`config.mk`:
```
export PLATFORM = sky130hd
export DESIGN_NAME = div_iter_unit
export DESIGN_NICKNAME = d
export VERILOG_FILES = /design/src/rtl/div_iter_unit.sv
export SDC_FILE = /design/constraint.sdc
export NUM_CORES = 1
export LEC_CHECK = 0
export CORE_MARGIN = 2
export CORE_UTILIZATION = 40
export CTS_CLUSTER_DIAMETER = 30
export DETAILED_ROUTE_END_ITERATION = 8
export PLACE_DENSITY = 0.58
export SLEW_MARGIN = 20
export SYNTH_ARGS = -nofsm -noshare
export SYNTH_HDL_FRONTEND = slang
export SYNTH_SLANG_ARGS = --single-unit
```
`constraint.sdc`:
```
create_clock -name i_clk -period 9 [get_ports i_clk]
set_input_delay 0.9 -clock i_clk [delete_from_list [all_inputs] [get_ports i_clk]]
set_output_delay 0.9 -clock i_clk [all_outputs]
set_load 0.005 [all_outputs]
```
`src/rtl/div_iter_unit.sv`:
```
// Iterative restoring divider for the RV32M DIV, DIVU, REM and REMU operations.
// The unit resolves one quotient bit per cycle with a trial subtraction, and applies
// sign correction when it enters DONE. Divide-by-zero and signed overflow skip the
// iteration and complete one cycle after the start is accepted.
//
// state | meaning
// IDLE  | waiting for i_start; outputs idle, o_result held
// CALC  | one shift/trial-subtract step per cycle, WIDTH steps in total
// DONE  | o_valid pulse for one cycle, then back to IDLE
module div_iter_unit #(
    parameter int WIDTH = 32,
    parameter int CNT_W = $clog2(WIDTH) + 1
) (
    input  logic             i_clk,
    input  logic             i_rst,
    input  logic             i_start,
    input  logic [1:0]       i_op,
    input  logic [WIDTH-1:0] i_dividend,
    input  logic [WIDTH-1:0] i_divisor,
    output logic             o_busy,
    output logic             o_valid,
    output logic [WIDTH-1:0] o_result
);

    typedef enum logic [1:0] {IDLE, CALC, DONE} state_t;

    localparam logic [WIDTH-1:0] MIN_NEG = {1'b1, {(WIDTH-1){1'b0}}};

    state_t           state;
    logic [1:0]       op_q;
    logic             neg_dvd;
    logic             neg_dvs;
    logic [WIDTH-1:0] div_q;
    logic [WIDTH-1:0] quo_q;
    logic [WIDTH:0]   rem_q;
    logic [CNT_W-1:0] cnt;

    logic             signed_op;
    logic [WIDTH-1:0] dvd_mag;
    logic [WIDTH-1:0] dvs_mag;
    logic             div_zero;
    logic             sgn_ovf;
    logic [WIDTH-1:0] special_res;
    logic [WIDTH:0]   rem_shift;
    logic [WIDTH+1:0] trial;
    logic             no_borrow;
    logic [WIDTH:0]   rem_next;
    logic [WIDTH-1:0] quo_next;
    logic [WIDTH-1:0] quo_fix;
    logic [WIDTH-1:0] rem_fix;
    logic [WIDTH-1:0] final_res;
    logic             last_iter;

    // Operand conditioning at start, one restoring step, and the final sign correction.
    always_comb begin
        signed_op   = ~i_op[0];
        dvd_mag     = (signed_op && i_dividend[WIDTH-1]) ? (~i_dividend + WIDTH'(1)) : i_dividend;
        dvs_mag     = (signed_op && i_divisor[WIDTH-1])  ? (~i_divisor + WIDTH'(1))  : i_divisor;
        div_zero    = (i_divisor == '0);
        sgn_ovf     = signed_op && (i_dividend == MIN_NEG) && (i_divisor == '1);
        special_res = '0;
        if (div_zero) begin
            special_res = i_op[1] ? i_dividend : '1;
        end else begin
            special_res = i_op[1] ? '0 : i_dividend;
        end

        // The remainder is always below the divisor, so the shifted value fits WIDTH+1 bits.
        rem_shift = {rem_q[WIDTH-1:0], quo_q[WIDTH-1]};
        trial     = {1'b0, rem_shift} + {1'b0, ~{1'b0, div_q}} + (WIDTH+2)'(1);
        no_borrow = trial[WIDTH+1];
        rem_next  = no_borrow ? trial[WIDTH:0] : rem_shift;
        quo_next  = {quo_q[WIDTH-2:0], no_borrow};

        quo_fix   = ((op_q == 2'b00) && (neg_dvd != neg_dvs)) ? (~quo_next + WIDTH'(1)) : quo_next;
        rem_fix   = ((op_q == 2'b10) && neg_dvd) ? (~rem_next[WIDTH-1:0] + WIDTH'(1))
                                                 : rem_next[WIDTH-1:0];
        final_res = op_q[1] ? rem_fix : quo_fix;
        last_iter = (cnt == CNT_W'(WIDTH-1));
    end

    // Control FSM with registered busy/valid/result outputs.
    always_ff @(posedge i_clk) begin
        if (i_rst) begin
            state    <= IDLE;
            op_q     <= '0;
            neg_dvd  <= 1'b0;
            neg_dvs  <= 1'b0;
            div_q    <= '0;
            quo_q    <= '0;
            rem_q    <= '0;
            cnt      <= '0;
            o_busy   <= 1'b0;
            o_valid  <= 1'b0;
            o_result <= '0;
        end else begin
            case (state)
                IDLE: begin
                    o_valid <= 1'b0;
                    if (i_start) begin
                        op_q    <= i_op;
                        neg_dvd <= signed_op & i_dividend[WIDTH-1];
                        neg_dvs <= signed_op & i_divisor[WIDTH-1];
                        div_q   <= dvs_mag;
                        quo_q   <= dvd_mag;
                        rem_q   <= '0;
                        cnt     <= '0;
                        o_busy  <= 1'b1;
                        if (div_zero || sgn_ovf) begin
                            o_result <= special_res;
                            o_valid  <= 1'b1;
                            state    <= DONE;
                        end else begin
                            state <= CALC;
                        end
                    end
                end
                CALC: begin
                    rem_q <= rem_next;
                    quo_q <= quo_next;
                    cnt   <= cnt + CNT_W'(1);
                    if (last_iter) begin
                        o_result <= final_res;
                        o_valid  <= 1'b1;
                        state    <= DONE;
                    end
                end
                DONE: begin
                    o_valid <= 1'b0;
                    o_busy  <= 1'b0;
                    state   <= IDLE;
                end
                default: begin
                    o_valid <= 1'b0;
                    o_busy  <= 1'b0;
                    state   <= IDLE;
                end
            endcase
        end
    end

endmodule
```
==> impl_summary.md, run 1 <==
Outcome
The run finished with clean final reports.

Detailed routing
In the routed design, unresolved DRC markers number 0. In the routed layout, each cell is associated on average with a via count of 6.13. The first routing iteration left 1450 violations. Dividing the detail-routed wire length by the instance count gives 20.9 um. The total routed wirelength is 45100 um. The first TritonRoute pass finished after 6 iterations. The via count of the routed design is 13217. The count of nets left with antenna violations once routing finished came out at 0.

Placement
At the end of routability-driven placement, the weighted congestion stood at 0.971. The post-DP HPWL is 33900 um. Summing all placed instances gives a cell area of 0.0132 mm2. Prior to clock tree synthesis, the placed netlist has a worst setup slack of 3.30 ns. The count of input and output buffers is 102.

Timing
The worst-case clock skew is 0.00967 ns. Across all setup checks in the final design, the least slack found is 3.70 ns. For this run, the top clock speed supported by timing is 189 MHz.

Setup repair after global routing left no endpoint under its margin. The final number of hold-violating endpoints is 0. The pin slew with the least headroom to its limit is 0.992 ns. The shortest period the worst path allows is 5.30 ns. The max-slew violation total from the final report is 0.

The sum of negative setup slack is 0 ns. The portion of the clock cycle consumed by the worst path in the final layout is 58.9%. The total of endpoints with negative setup slack in the final report is 0.

The worst-case headroom to the max-slew limit is 33.9%.

Die
The floorplan step set the die width to 178 um. Once the floorplan was initialized, standard cells occupied 40.7% of the core. The row count is 63.

The boundary pin count is 103. The die outline area is 0.0315 mm2. The core box area is 0.0296 mm2. From bottom edge to top edge, the die measures 178 um.

Synth
After synthesis the netlist holds a flip-flop and latch count of 142. The per-instance average area after synthesis is 6.95 um2. The main combinational cell family by area after synthesis is compound AO/OA/AOI/OAI gates. In this run, synthesis inferred 0 flip-flops with an integrated enable.

The synthesized-area fraction occupied by adder cells is 4.11%. The share of the synthesized area in compound gates (AO/OA/AOI/OAI) is 30.0%. Counting every net in the synthesized netlist gives 1842. The share of synthesized registers carrying an async set or reset is 0%. The portion of the post-synthesis area used by sequential elements is 23.6%. Yosys printed 0 warnings. The most common flop cell mapped by yosys is sky130_fd_sc_hd__dfxtp_1. The XOR/XNOR share of the synthesized area is 8.79%.

The instance count of the mapped netlist is 1734. The fraction of the mapped netlist area in simple logic gates is 25.7%. The cell area that synthesis handed to floorplanning was 0.0121 mm2. The mux share of post-synthesis cell area is 1.61%.

In this run, distinct cell masters in the synthesized netlist total 88.

Worst setup path
The number of buffers and inverters on the critical path is 0. The cell family contributing the most delay on the critical path is compound AO/OA/AOI/OAI gates. The startpoint type of the worst setup path is a register. STA puts the critical path data arrival time at 5.59 ns. The slowest stage cell on the critical path is sky130_fd_sc_hd__nand3_4.

In this design, the stage delay of the slowest critical-path cell is 0.53 ns. Along the worst path, the maximum fanout reaches 37. The critical path goes through ha_1, a21oi_1, o21ai_1, a211oi_1, o31a_1, nand3_4, mux2i_1, ha_1, nand2_1, a211oi_1, o21ai_0, mux2i_1, and3_1, a21oi_1, o21a_1, o31ai_1, o22ai_1. The class of the most critical setup path is register to register. The worst setup path is captured at a register. The required time of the worst setup path is 9.30 ns.

GRT
The first global-routing pass estimated 68800 um of wire. The global routing's busiest layer is met1. Entering global routing, the biggest net connects 78 pins. Global routing consumed, on the met1 layer, 42.3% of the routing resources. Global routing consumed, on the met2 layer, 42.0% of the routing resources. The number of global-route vias before repair is 11735. In the global route stage, overall resource usage came out at 28.4%.

Global routing consumed, on the met3 layer, 4.11% of the routing resources. After global routing the overflow that remains totals 0. The number of antenna violations at the first check in global routing is 0.

CTS
In this run, post-CTS hold repair placed 0 buffers. The clock root buffer master is sky130_fd_sc_hd__clkbuf_16. Buffers inserted during clock tree synthesis total 17. The clock drives 142 sinks. Counting along the longest clock path gives a buffer depth of 2.

Post-CTS timing repair inserted 0 buffers for setup. The clock network latency to the later pin of the worst-skew pair is 0.44 ns. The H-tree was split into 4 levels.

The post-cts sizing count is 0. After clock tree synthesis, the clock-pin slew on the worst setup and hold paths is 0.07 ns. The TritonCTS clock tree is built.

Final layout
Across the whole layout, storage elements account for 0.00284 mm2. The layout has 3131 filler cells. The most common library cell in the layout ignoring fill and taps is sky130_fd_sc_hd__nor2_1. The final instance area is 0.0138 mm2.

The fraction of layout cells with a size suffix above 1 is 4.47%. The count of inserted antenna diode cells is 0. In the final layout, the multi-input gates occupy 0.00848 mm2. The final net count is 1862. From synthesis to final layout, the design area changed by 14.8%. The utilization of the core after routing is 46.7%.

The library cells used most frequently in the layout, excluding fill and tap cells, are sky130_fd_sc_hd__nor2_1, sky130_fd_sc_hd__a21oi_1, sky130_fd_sc_hd__nand2_1.

Power
Summing internal, switching and leakage power gives 2230 uW. The power per standard cell area is 161 mW/mm2. The reported leakage power is 0.00499 uW.

The peak supply drop is 0.000124 V.

Worst hold path
The worst hold path belongs to the class register to register.

Flow run
The tool flagged a number of max-cap violations equal to 0.
==> power breakdown <==
part | switching (uW) | internal, uW | leakage [uW]
registers | 40.7 | 676 | 0.00116
logic | 489 | 272 | 0.00353
clock network | 299 | 449 | 0.000293
total | 828 | 1400 | 0.00499
==> cells by family after synthesis <==
group	Yosys count
AOI/OAI and AO/OA	551
and+or+nand+nor	672
muxes	19
xor gates and xnor gates	121
adders and majority gates	39
buffers and inverters	190
DFF	142
==> flip-flops by register name, indices dropped and copies added, names as in the netlist <==
signal and cells:
o_valid 1, rem_q 32, quo_q 32, o_result 32, state 2, cnt 6, div_q 32, neg_dvs 1
neg_dvd 1, op_q 2, o_busy 1
==> stage by stage <==
step | instances | hold slack (ns)
floorplan | 1734 | 0.432
global placement | 2125 | 0.446
detailed placement | 2125 | 0.450
CTS | 2157 | 0.458
global route | 2157 | 0.482
finish | 2157 | 0.454
==> synth_stat cells (14+ instances only) <==
master	number	share of area, %
sky130_fd_sc_hd__a311oi_1	14	1.0
sky130_fd_sc_hd__o31ai_1	20	1.2
sky130_fd_sc_hd__a211oi_1	46	2.9
sky130_fd_sc_hd__ha_1	38	3.9
sky130_fd_sc_hd__nand2_1	166	5.2
sky130_fd_sc_hd__a21oi_1	168	7.0
sky130_fd_sc_hd__nor2_1	264	8.2
sky130_fd_sc_hd__o22ai_1	15	0.78
sky130_fd_sc_hd__o21ai_1	24	1.0
sky130_fd_sc_hd__a31oi_1	24	1.2
sky130_fd_sc_hd__a221oi_1	21	1.5
sky130_fd_sc_hd__clkbuf_1	92	2.9
sky130_fd_sc_hd__a22oi_1	19	1.2
sky130_fd_sc_hd__and2_1	15	0.78
sky130_fd_sc_hd__nor3_1	56	2.3
sky130_fd_sc_hd__nand3_1	37	1.5
sky130_fd_sc_hd__inv_1	70	2.2
sky130_fd_sc_hd__xnor2_1	68	4.9
sky130_fd_sc_hd__a21o_1	15	0.93
sky130_fd_sc_hd__dfxtp_1	142	24
sky130_fd_sc_hd__o21ai_0	73	3.0
sky130_fd_sc_hd__xor2_1	53	3.9
sky130_fd_sc_hd__mux2i_1	16	1.3
sky130_fd_sc_hd__o211ai_1	25	1.6
sky130_fd_sc_hd__nand4_1	30	1.6
sky130_fd_sc_hd__or3_1	22	1.1
==> tightest hold or removal path, cell delays in order, from the launching register on <==
cell and delay, ns:
sky130_fd_sc_hd__dfxtp_1 0.31, sky130_fd_sc_hd__nand2_1 0.05, sky130_fd_sc_hd__o21ai_1 0.05
==> layer usage <==
layer / part of all wire, % / wire length [um] / vias up
met5: 0 / 0 / -
met4: 2.0 / 909 / 0
met3: 7.9 / 3550 / 55
met2: 43 / 19300 / 561
met1: 47 / 21300 / 6255
li1: - / - / 6346
==> area by class of cell <==
cell class	instances	area share, %
multi-input cells	1402	61.3
flip-flops and latches	142	20.6
repair buffers	119	8.29
well taps	390	3.53
clock buffers	21	3.33
inverters	72	1.97
clock inverters	11	1.00
==> worst paths after layout <==
kind,from,endpoint,slack (ns),cells past startpoint
worst min register to register,o_result[27],o_result[27],0.45,2
worst max-delay path,rem_q[17],o_result[24],3.70,17
worst min-delay path,o_result[27],o_result[27],0.45,2
worst max register to register,rem_q[17],o_result[24],3.70,17
(Power assumes the default switching activity.)
==> inputs of run 2 (changes only) <==
- clock period: 9 -> 5.3 ns (I/O delays scaled with it)
==> run 2 against run 1 <==
Design area grew 1.1%. Non-clock buffer count grew 18. Hold slack lost 0.0051 ns. Global-route usage grew 1.5 points. Sequential share of layout area shrank 0.23 points. Final cell count grew 0.83%. Worst setup slack lost 3.1 ns. First-iteration DRC count shrank 0.34%. Critical path depth grew 1. Highest routed layer unchanged. Largest cell class unchanged. Via count grew 0.28%. Clock skew grew 0.0029 ns. Critical endpoint is now o_result[20]. Count of clock-buffer cells in the layout shrank 2.
==> impl_summary.md, run 2 (same netlist as run 1, synthesis figures left out) <==
Die
The overall die width is 178 um (unchanged). The row count was 63 (unchanged). The initial standard-cell utilization of the core is 40.7% (unchanged). The overall die height is 178 um (unchanged). The die outline area came to 0.0315 mm2 (unchanged). The core box area is 0.0296 mm2 (unchanged). The boundary pin count is 103 (unchanged).

CTS
The post-CTS setup repair buffer count is 0 (unchanged). The CTS buffer count is 17 (unchanged). The clock root buffer master is sky130_fd_sc_hd__clkbuf_16 (unchanged). The clock network latency to the later pin of the worst-skew pair is 0.46 ns (was 0.44 ns). The clock-pin slew on the worst setup and hold paths is 0.07 ns (about the same). The number of buffers on the longest clock path is 2 (unchanged). The TritonCTS clock tree is built (unchanged). The total number of clock tree sinks is 142 (unchanged).

The deepest level of the CTS H-tree came to 4 (unchanged).

Power
The peak supply drop is 0.000233 V (was 0.000124 V). The reported leakage power was 0.00507 uW (was 0.00499 uW). The power per standard cell area is 273 mW/mm2 (was 161 mW/mm2).

Final layout
The final net count came to 1880 (was 1862). The count of inserted antenna diode cells is 0 (unchanged). The area overhead of the layout relative to synthesis is 16.1% (was 14.8%).

The most common library cell in the layout ignoring fill and taps is sky130_fd_sc_hd__nor2_1 (unchanged). Commonest non-fill, non-tap cells in the layout: sky130_fd_sc_hd__nor2_1, sky130_fd_sc_hd__a21oi_1, sky130_fd_sc_hd__nand2_1 (unchanged). The fraction of layout cells with a size suffix above 1 came to 5.66% (was 4.47%).

Detailed routing
The average wire length per cell after detail routing is 21.5 um (was 20.9 um). The number of search-and-repair iterations in the first detailed-routing pass is 8 (was 6). The number of nets still failing antenna checks after routing is 0 (unchanged).

The via count of the routed design is 13254 (was 13217). The total DRC errors in the routed layout is 0 (unchanged). The violation count after the first detailed-routing iteration is 1445 (was 1450). The via density per instance came to 6.09 (was 6.13). The total routed wirelength is 46800 um (was 45100 um).

Timing
The worst-case clock skew is 0.0126 ns (was 0.00967 ns). The worst-case headroom to the max-slew limit is 33.7% (was 33.9%). The total of endpoints with negative setup slack in the final report is 0 (unchanged). The tightest hold margin is 0.449 ns (was 0.454 ns).

The shortest period the worst path allows is 4.73 ns (was 5.30 ns). The final number of hold-violating endpoints is 0 (unchanged). RSZ-0062 raised after global routing: false (unchanged). The sum of negative setup slack came to 0 ns (unchanged). The portion of the clock cycle consumed by the worst path in the final layout was 89.3% (was 58.9%). The highest clock rate is 211 MHz (was 189 MHz). The pin slew with the least headroom to its limit is 0.981 ns (was 0.992 ns). The max-slew violation total from the final report is 0 (unchanged).

Worst setup path
The slowest stage cell on the critical path is sky130_fd_sc_hd__or4_4 (was sky130_fd_sc_hd__nand3_4). The class of the most critical setup path is register to register (unchanged). The type of element capturing the critical path is a register (unchanged). The signal arrival time at the worst endpoint is 5.08 ns (was 5.59 ns). The largest delay contributor family on the critical path is simple AND/OR/NAND/NOR gates (was compound AO/OA/AOI/OAI gates). The setup slack on the worst flop-to-flop path is 0.57 ns (was 3.70 ns).

The required time of the worst setup path is 5.65 ns (was 9.30 ns). Critical-path cell list: inv_1, ha_1, nand4b_1, or4_4, nor3_2, o21ai_4, nand3_4, mux2i_1, ha_1, nand2_1, a211oi_2, o21ai_0, mux2i_1, and3_1, a21oi_1, or3_1, a21oi_1, o21ai_1 (was ha_1, a21oi_1, o21ai_1, a211oi_1, o31a_1, nand3_4, mux2i_1, ha_1, nand2_1, a211oi_1, o21ai_0, mux2i_1, and3_1, a21oi_1, o21a_1, o31ai_1, o22ai_1). The peak per-stage delay on the critical path was 0.60 ns (was 0.53 ns). The buffers plus inverters on the worst setup path is 1 (was 0). The startpoint type of the worst setup path is a register (unchanged). The highest fanout seen on the critical path came to 9 (was 37).

GRT
The global-route wire length before repair came to 72000 um (was 68800 um). The total routing resource utilization after global routing is 29.9% (was 28.4%). The number of global-route vias before repair is 12112 (was 11735). The number of antenna violations at the first check in global routing is 0 (unchanged). The residual overflow from global routing is 0 (unchanged). The largest net degree at the start of global routing is 65 (was 78).

Placement
The count of input and output buffers is 102 (unchanged). The post-DP HPWL was 35300 um (was 33900 um). The routability-driven placement congestion ratio is 0.927 (was 0.971).

Outcome
Run status: finished, final reports clean (unchanged).

Worst hold path
The worst hold path class is register to register (unchanged).

Flow run
The max-cap check violation count is 0 (unchanged).
==> run 2: changes by cell type in the layout (fill, tap and decap cells not counted), moves of 2 or more <==
| cell | delta |
|---|---|
| sky130_fd_sc_hd__inv_6 | +7 |
| sky130_fd_sc_hd__clkinv_2 | -4 |
| sky130_fd_sc_hd__buf_4 | +18 |
| sky130_fd_sc_hd__clkbuf_1 | -2 |
==> run 2: worst register-to-register path, delay by kind of cell, from the launching register on <==
kind | cells | cell delay [ns]
fa+ha+maj | 2 | 0.64
compound gates | 6 | 0.94
mux | 2 | 0.56
simple gates | 7 | 2.03
flops | 1 | 0.36
buf+inv | 1 | 0.09
==> run 2: through the flow <==
step | total power [uW] | area, um2 | instances | worst slack (ns) | util [%]
3_3_place_gp | 2510 | 13400 | 2143 | 0.620 | 45.1
6_report | 3820 | 14000 | 2175 | 0.566 | 47.2
4_1_cts | 3800 | 14000 | 2175 | 0.466 | 47.1
2_1_floorplan | 2060 | 12100 | 1734 | 0.737 | -
5_1_grt | 4010 | 14000 | 2175 | 0.0975 | 47.2
3_5_place_dp | 2520 | 13400 | 2143 | 0.541 | 45.1
==> run 2: worst paths after layout <==
kind	startpoint	end	cells past startpoint
min reg2reg	o_result[27]	o_result[27]	2
max	div_q[30]	o_result[20]	18
min	o_result[27]	o_result[27]	2
max reg2reg	div_q[30]	o_result[20]	18
==> run 2: where the power goes <==
group / switching, uW / internal (uW)
sequential: 71.0 / 1150
combinational: 846 / 473
clock: 555 / 729
total: 1470 / 2350
==> run 2: metal layers <==
metal	up-vias	GRT usage (%)	share of wire, %
met1	6224	42.6	46
li1	6386	-	-
met5	-	0	0
met3	56	7.82	9.6
met2	588	44.3	42
met4	0	7.55	1.8
==> run 2: what timing repair did <==
action / CTS / global route
gates resized for setup: 0 / 4
hold buffers: 0 / 0
endpoints found under the setup margin: 0 / 6
==> run 2: final cells by class <==
class | count | area, um2
clock inverter | 13 | 150
multi-input combinational | 1402 | 8500
timing repair buffer | 137 | 1280
tap | 390 | 488
inverter | 72 | 273
fill | 3113 | 15700
clock buffer | 19 | 453
sequential | 142 | 2840
